--- config.mk ---
export PLATFORM = sky130hd
export DESIGN_NAME = i2c_target_regs
export DESIGN_NICKNAME = d
export VERILOG_FILES = /design/src/rtl/i2c_target_regs.sv
export SDC_FILE = /design/constraint.sdc
export NUM_CORES = 1
export LEC_CHECK = 0
export ABC_AREA = 1
export CORE_ASPECT_RATIO = 1.2
export CORE_MARGIN = 2
export CORE_UTILIZATION = 25
export CTS_CLUSTER_SIZE = 24
export DETAILED_ROUTE_END_ITERATION = 7
export DONT_BUFFER_PORTS = 1
export GPL_TIMING_DRIVEN = 0
export PLACE_DENSITY = 0.41
export SLEW_MARGIN = 15
export SYNTH_ARGS = -nofsm -noshare
export SYNTH_HDL_FRONTEND = slang
export SYNTH_SLANG_ARGS = --single-unit
export TNS_END_PERCENT = 10
--- constraint.sdc ---
create_clock -name clk -period 2 [get_ports clk]
set_input_delay 0.5 -clock clk [delete_from_list [all_inputs] [get_ports clk]]
set_output_delay 0.5 -clock clk [all_outputs]
set_load 0.02 [all_outputs]
--- src/rtl/i2c_target_regs.sv ---
// rtl/i2c_target_regs.sv - I2C target responder with pointer-based register-file access
module i2c_target_regs #(
  parameter logic [6:0] TARGET_ADDR = 7'h48,
  parameter int         FILTER_LEN  = 3
) (
  input  logic       clk,
  input  logic       rst,
  input  logic       scl_in,
  input  logic       sda_in,
  output logic       sda_oe,
  output logic [7:0] reg_addr,
  output logic       reg_wr_en,
  output logic [7:0] reg_wr_data,
  input  logic [7:0] reg_rd_data,
  output logic       busy,
  output logic       start_det,
  output logic       stop_det
);

  localparam int              FCW       = (FILTER_LEN > 1) ? $clog2(FILTER_LEN) : 1;
  localparam logic [FCW-1:0]  FCNT_LAST = FCW'(FILTER_LEN - 1);

  typedef enum logic [3:0] {
    IDLE, ADDR, ADDR_ACK, PTR, PTR_ACK, WDATA, WDATA_ACK, RDATA, RDATA_ACK, IGNORE
  } state_t;

  // Line index 0 is SCL, index 1 is SDA. Idle bus level is high on both.
  logic [1:0]     sync1_q, sync2_q, filt_q, filt_d, filt_prev_q;
  logic [FCW-1:0] fcnt_q [2];
  logic [FCW-1:0] fcnt_d [2];

  state_t     state_q, state_d;
  logic [2:0] bit_cnt_q, bit_cnt_d;
  logic       full_q, full_d;        // 8 bits received, waiting for the SCL fall to act
  logic [7:0] rx_q, rx_d;
  logic [7:0] tx_q, tx_d;            // tx_q[7] is the bit currently on the bus
  logic       rw_q, rw_d;
  logic       ack_q, ack_d;          // master ACK sampled during RDATA_ACK
  logic       inc_q, inc_d;          // pointer bump one clock after a write strobe
  logic       sda_oe_q, sda_oe_d;
  logic [7:0] reg_addr_q, reg_addr_d;
  logic [7:0] wr_data_q, wr_data_d;
  logic       wr_en_q, wr_en_d;
  logic       busy_q, busy_d;
  logic       start_det_q, start_det_d;
  logic       stop_det_q, stop_det_d;

  // Synchronize both pads and hold the filtered levels plus their previous values.
  always_ff @(posedge clk) begin
    if (rst) begin
      sync1_q     <= 2'b11;
      sync2_q     <= 2'b11;
      filt_q      <= 2'b11;
      filt_prev_q <= 2'b11;
      for (int i = 0; i < 2; i++) fcnt_q[i] <= '0;
    end else begin
      sync1_q     <= {sda_in, scl_in};
      sync2_q     <= sync1_q;
      filt_q      <= filt_d;
      filt_prev_q <= filt_q;
      for (int i = 0; i < 2; i++) fcnt_q[i] <= fcnt_d[i];
    end
  end

  // Accept a new level only after FILTER_LEN consecutive differing samples.
  always_comb begin
    filt_d = filt_q;
    for (int i = 0; i < 2; i++) begin
      fcnt_d[i] = '0;
      if (sync2_q[i] != filt_q[i]) begin
        if (fcnt_q[i] == FCNT_LAST) filt_d[i] = sync2_q[i];
        else                        fcnt_d[i] = fcnt_q[i] + FCW'(1);
      end
    end
  end

  logic sda_f, scl_rise, scl_fall, sda_rise, sda_fall, start_cond, stop_cond;
  assign sda_f      = filt_q[1];
  assign scl_rise   =  filt_q[0] & ~filt_prev_q[0];
  assign scl_fall   = ~filt_q[0] &  filt_prev_q[0];
  assign sda_rise   =  filt_q[1] & ~filt_prev_q[1];
  assign sda_fall   = ~filt_q[1] &  filt_prev_q[1];
  assign start_cond = sda_fall & filt_q[0] & filt_prev_q[0];
  assign stop_cond  = sda_rise & filt_q[0] & filt_prev_q[0];

  // Protocol state and register-port outputs.
  always_ff @(posedge clk) begin
    if (rst) begin
      state_q     <= IDLE;
      bit_cnt_q   <= 3'd0;
      full_q      <= 1'b0;
      rx_q        <= 8'd0;
      tx_q        <= 8'd0;
      rw_q        <= 1'b0;
      ack_q       <= 1'b0;
      inc_q       <= 1'b0;
      sda_oe_q    <= 1'b0;
      reg_addr_q  <= 8'd0;
      wr_data_q   <= 8'd0;
      wr_en_q     <= 1'b0;
      busy_q      <= 1'b0;
      start_det_q <= 1'b0;
      stop_det_q  <= 1'b0;
    end else begin
      state_q     <= state_d;
      bit_cnt_q   <= bit_cnt_d;
      full_q      <= full_d;
      rx_q        <= rx_d;
      tx_q        <= tx_d;
      rw_q        <= rw_d;
      ack_q       <= ack_d;
      inc_q       <= inc_d;
      sda_oe_q    <= sda_oe_d;
      reg_addr_q  <= reg_addr_d;
      wr_data_q   <= wr_data_d;
      wr_en_q     <= wr_en_d;
      busy_q      <= busy_d;
      start_det_q <= start_det_d;
      stop_det_q  <= stop_det_d;
    end
  end

  // Next-state logic; SDA is only ever changed on a detected SCL fall.
  always_comb begin
    state_d     = state_q;
    bit_cnt_d   = bit_cnt_q;
    full_d      = full_q;
    rx_d        = rx_q;
    tx_d        = tx_q;
    rw_d        = rw_q;
    ack_d       = ack_q;
    inc_d       = 1'b0;
    sda_oe_d    = sda_oe_q;
    reg_addr_d  = reg_addr_q;
    wr_data_d   = wr_data_q;
    wr_en_d     = 1'b0;
    busy_d      = busy_q;
    start_det_d = 1'b0;
    stop_det_d  = 1'b0;

    if (inc_q) reg_addr_d = reg_addr_q + 8'd1;

    if (start_cond) begin
      // Pointer is kept so a write-pointer / restart / read sequence works.
      start_det_d = 1'b1;
      bit_cnt_d   = 3'd0;
      full_d      = 1'b0;
      sda_oe_d    = 1'b0;
      busy_d      = 1'b0;
      state_d     = ADDR;
    end else if (stop_cond) begin
      stop_det_d = 1'b1;
      bit_cnt_d  = 3'd0;
      full_d     = 1'b0;
      sda_oe_d   = 1'b0;
      busy_d     = 1'b0;
      state_d    = IDLE;
    end else begin
      case (state_q)
        ADDR, PTR, WDATA: begin
          if (scl_rise && !full_q) begin
            rx_d      = {rx_q[6:0], sda_f};
            bit_cnt_d = bit_cnt_q + 3'd1;
            if (bit_cnt_q == 3'd7) full_d = 1'b1;
          end else if (scl_fall && full_q) begin
            full_d    = 1'b0;
            bit_cnt_d = 3'd0;
            if (state_q == ADDR) begin
              if (rx_q[7:1] == TARGET_ADDR) begin
                sda_oe_d = 1'b1;
                busy_d   = 1'b1;
                rw_d     = rx_q[0];
                state_d  = ADDR_ACK;
              end else begin
                sda_oe_d = 1'b0;
                state_d  = IGNORE;
              end
            end else if (state_q == PTR) begin
              reg_addr_d = rx_q;
              sda_oe_d   = 1'b1;
              state_d    = PTR_ACK;
            end else begin
              wr_data_d = rx_q;
              wr_en_d   = 1'b1;
              inc_d     = 1'b1;
              sda_oe_d  = 1'b1;
              state_d   = WDATA_ACK;
            end
          end
        end
        ADDR_ACK: begin
          if (scl_fall) begin
            bit_cnt_d = 3'd0;
            if (rw_q) begin
              tx_d     = reg_rd_data;
              sda_oe_d = ~reg_rd_data[7];
              state_d  = RDATA;
            end else begin
              sda_oe_d = 1'b0;
              state_d  = PTR;
            end
          end
        end
        PTR_ACK, WDATA_ACK: begin
          if (scl_fall) begin
            sda_oe_d  = 1'b0;
            bit_cnt_d = 3'd0;
            state_d   = WDATA;
          end
        end
        RDATA: begin
          if (scl_fall) begin
            if (bit_cnt_q == 3'd7) begin
              sda_oe_d  = 1'b0;
              bit_cnt_d = 3'd0;
              state_d   = RDATA_ACK;
            end else begin
              tx_d      = {tx_q[6:0], 1'b0};
              sda_oe_d  = ~tx_q[6];
              bit_cnt_d = bit_cnt_q + 3'd1;
              // Last bit of the byte is now on the bus: advance for the next byte.
              if (bit_cnt_q == 3'd6) reg_addr_d = reg_addr_q + 8'd1;
            end
          end
        end
        RDATA_ACK: begin
          if (scl_rise) begin
            ack_d = ~sda_f;
          end else if (scl_fall) begin
            if (ack_q) begin
              tx_d      = reg_rd_data;
              sda_oe_d  = ~reg_rd_data[7];
              bit_cnt_d = 3'd0;
              state_d   = RDATA;
            end else begin
              sda_oe_d = 1'b0;
              busy_d   = 1'b0;
              state_d  = IGNORE;
            end
          end
        end
        default: ;
      endcase
    end
  end

  assign sda_oe      = sda_oe_q;
  assign reg_addr    = reg_addr_q;
  assign reg_wr_en   = wr_en_q;
  assign reg_wr_data = wr_data_q;
  assign busy        = busy_q;
  assign start_det   = start_det_q;
  assign stop_det    = stop_det_q;

endmodule
==> results.tsv <==
metric	value	unit
outcome	finished, final reports clean	
postcts setup bufs	0	
Clock Power Share	55.9	%
synthesized area	0.003148	sq mm
Flop pwr share	41.8	%
multi-input logic area	0.001692	sq mm
FF+latch count, synth	58	
Num CTS Buffers	9	
Sequential cell area	0.001161	sq mm
CTS Hold Buffers Added	0	
die height	126.9	um
Max-Cap Viols	0	
clock buffer depth	2	
PortBufs	0	
critical path required time	2.22	ns
P_leak	1.553	nW
cell taking the most area after synthesis	dfxtp_1	
relative slew slack	65.76	%
Post-DP Area	0.003349	sq mm
Root Buffer Master	clkbuf_16	
die footprint	0.01351	sq mm
Yosys cell types	34	
H-tree depth	3	
final worst-path cycle share	90.35	%
post-synthesis sequential area ratio	36.88	%
synth top area cells	dfxtp_1, nand2_1, nor2_1	
yosys warns	0	
most numerous cell in the Yosys netlist	nand2_1	
first-pass GRT wire length	14300	um
Power, Total	2.803	mW
grt total ovfl	0	
CTS Sinks	58	
post-layout min period	1.807	ns
Reg clk slew, reported paths	0.05	ns
post-synth top area share	36.88	%
CP max FO	5	
io pins	33	
All-Layer GR Usage	13.57	%
Remaining DRCs	0	
fmax	0.5534	GHz
Routed WL per cell	12.95	um
vias in the first global route	2960	
PwrDens	767.0	mW/mm^2
Async S/R FF share, synth	0	%
maximum VDD drop	0.3019	mV
CP startpoint kind	flop	
Final HPWL DP	6427	um
Starting Density	25.76	%
Setup-failing EPs final	0	
syn avg cell area	6.531	sq um
Detailed Route WL	8532	um
Finished Cell Area	0.003655	sq mm
setup repair after global routing missed its margin	no	
drt via density	4.452	
switching power	0.6221	mW
total negative slack	0	ns
Clock Latency Late Sink	0.33	ns
final hold vios	0	
Worst Hold Class	in2reg	
Critical Path AT	2.03	ns
top_reg_cell synth	dfxtp_1	
crit path capture type	flop	
CTS tree	built	
layout cells sized above 1	10.64	%
area of the core	0.01222	sq mm
global placement routability congestion	0.8620	
Logic pwr share	2.4	%
switching share of power	22.19	%
# rows	44	
kind of critical path	reg2reg	
n_diodes	0	
FILL cells	1379	
DR pass1 iterations	4	
internal power	2.181	mW
die extent in x	106.4	um
largest net degree at the start of global routing	12	
post-cts gate resize count	0	
skew final	0.003604	ns
number of synthesized flops with an enable pin	0	
via count	2934	
Final nets	511	
Post-DRT Antenna Nets	0	
initial DRC count	109	
most frequent cells after synthesis	nand2_1, nor2_1, dfxtp_1, inv_1, nand3_1	
actual slew at the worst max-slew pin	0.5135	ns
initial antenna violation count	0	
Syn-to-layout area delta	16.10	%
Synth Instances	482	
Net Count, Synth	500	
Final Max Slew Viols	0	
==> critical path, stage by stage (launching register included) <==
cell	delay, ns
dfxtp_1	0.38
ha_1	0.17
ha_1	0.28
inv_1	0.15
nand2_1	0.14
nand3_1	0.09
nor2_2	0.23
nand3_1	0.10
nor2_1	0.12
nor2_1	0.05
==> power by group through the flow <==
stage,registers (mW),logic [mW],clock network [mW]
after floorplan,1.19,0.0495,0
after global placement,1.20,0.0663,0
after detailed placement,1.20,0.0671,0
after CTS,1.17,0.0671,1.62
after global routing,1.17,0.0775,1.67
final,1.17,0.0661,1.57
==> worst paths after layout <==
| path | from | end | slack (ns) | cells past startpoint |
|---|---|---|---|---|
| max | bit_cnt_q[0] | state_q[1] | 0.19 | 9 |
| min | sda_in | sync1_q[1] | 0.27 | 1 |
| max reg2reg | bit_cnt_q[0] | state_q[1] | 0.19 | 9 |
| min reg2reg | sync1_q[1] | sync2_q[1] | 0.41 | 1 |
==> area by class of cell <==
class | instances | area share (%)
plain buffers | 11 | 2.020
inverters | 59 | 6.060
multi-input cells | 354 | 46.29
clock inverters | 6 | 1.814
clock buffers | 10 | 6.539
flip-flops and latches | 58 | 31.77
well taps | 161 | 5.512
==> logic make-up (layout without fill, tap and decap cells) <==
group,count (synthesis),count (layout),synth area share (%)
and+or+nand+nor,271,271,37.88
AOI/OAI and AO/OA,74,74,12.64
buffers and inverters,70,86,9.379
DFF,58,58,36.88
adders and majority gates,6,6,2.385
xor gates and xnor gates,3,3,0.8348
==> registers in the layout, indices dropped and copies added (netlist names), 2 cells and up <==
register,flops
bit_cnt_q,3
fcnt_q,4
filt_prev_q,2
filt_q,2
reg_addr,8
reg_wr_data,8
rx_q,8
state_q,4
sync1_q,2
sync2_q,2
tx_q,7
==> layer usage <==
metal / routed length, um / vias up / GRT usage (%) / part of all wire (%)
met5: 0 / - / 0 / 0
met4: 272 / 0 / 7.792 / 3.2
met3: 351 / 17 / 2.775 / 4.1
met2: 4101 / 61 / 23.27 / 48
met1: 3807 / 1314 / 15.60 / 45
li1: - / 1542 / - / -
==> metrics by stage <==
stage | util (%) | setup slack, ns | instances | hold WS [ns]
global route | 29.90 | 0.04420 | 659 | 0.2607
finish | 29.90 | 0.1929 | 659 | 0.2681
detailed placement | 27.41 | 0.2001 | 643 | 0.3932
CTS | 29.90 | 0.1858 | 659 | 0.2559
global placement | 27.41 | 0.2182 | 643 | 0.3943
floorplan | - | 0.5449 | 482 | 0.3895
==> placed cells by master, fill, tap and decap left out, types with 2 or more instances in the layout <==
cell / n
nor3_1: 4
xnor2_1: 2
nand2_2: 3
clkbuf_1: 4
clkinvlp_4: 3
buf_6: 3
nor3b_1: 2
nor2_2: 7
inv_2: 4
inv_1: 54
buf_2: 2
o21ai_0: 32
ha_1: 6
o211ai_1: 3
dfxtp_1: 58
buf_4: 2
nor2_1: 70
nor2_4: 3
a21oi_1: 33
nand3_1: 36
clkbuf_16: 9
nand3_2: 3
or2_2: 5
o21ai_1: 2
nand2_1: 133
Note: power is estimated with default switching activity, not from simulation.
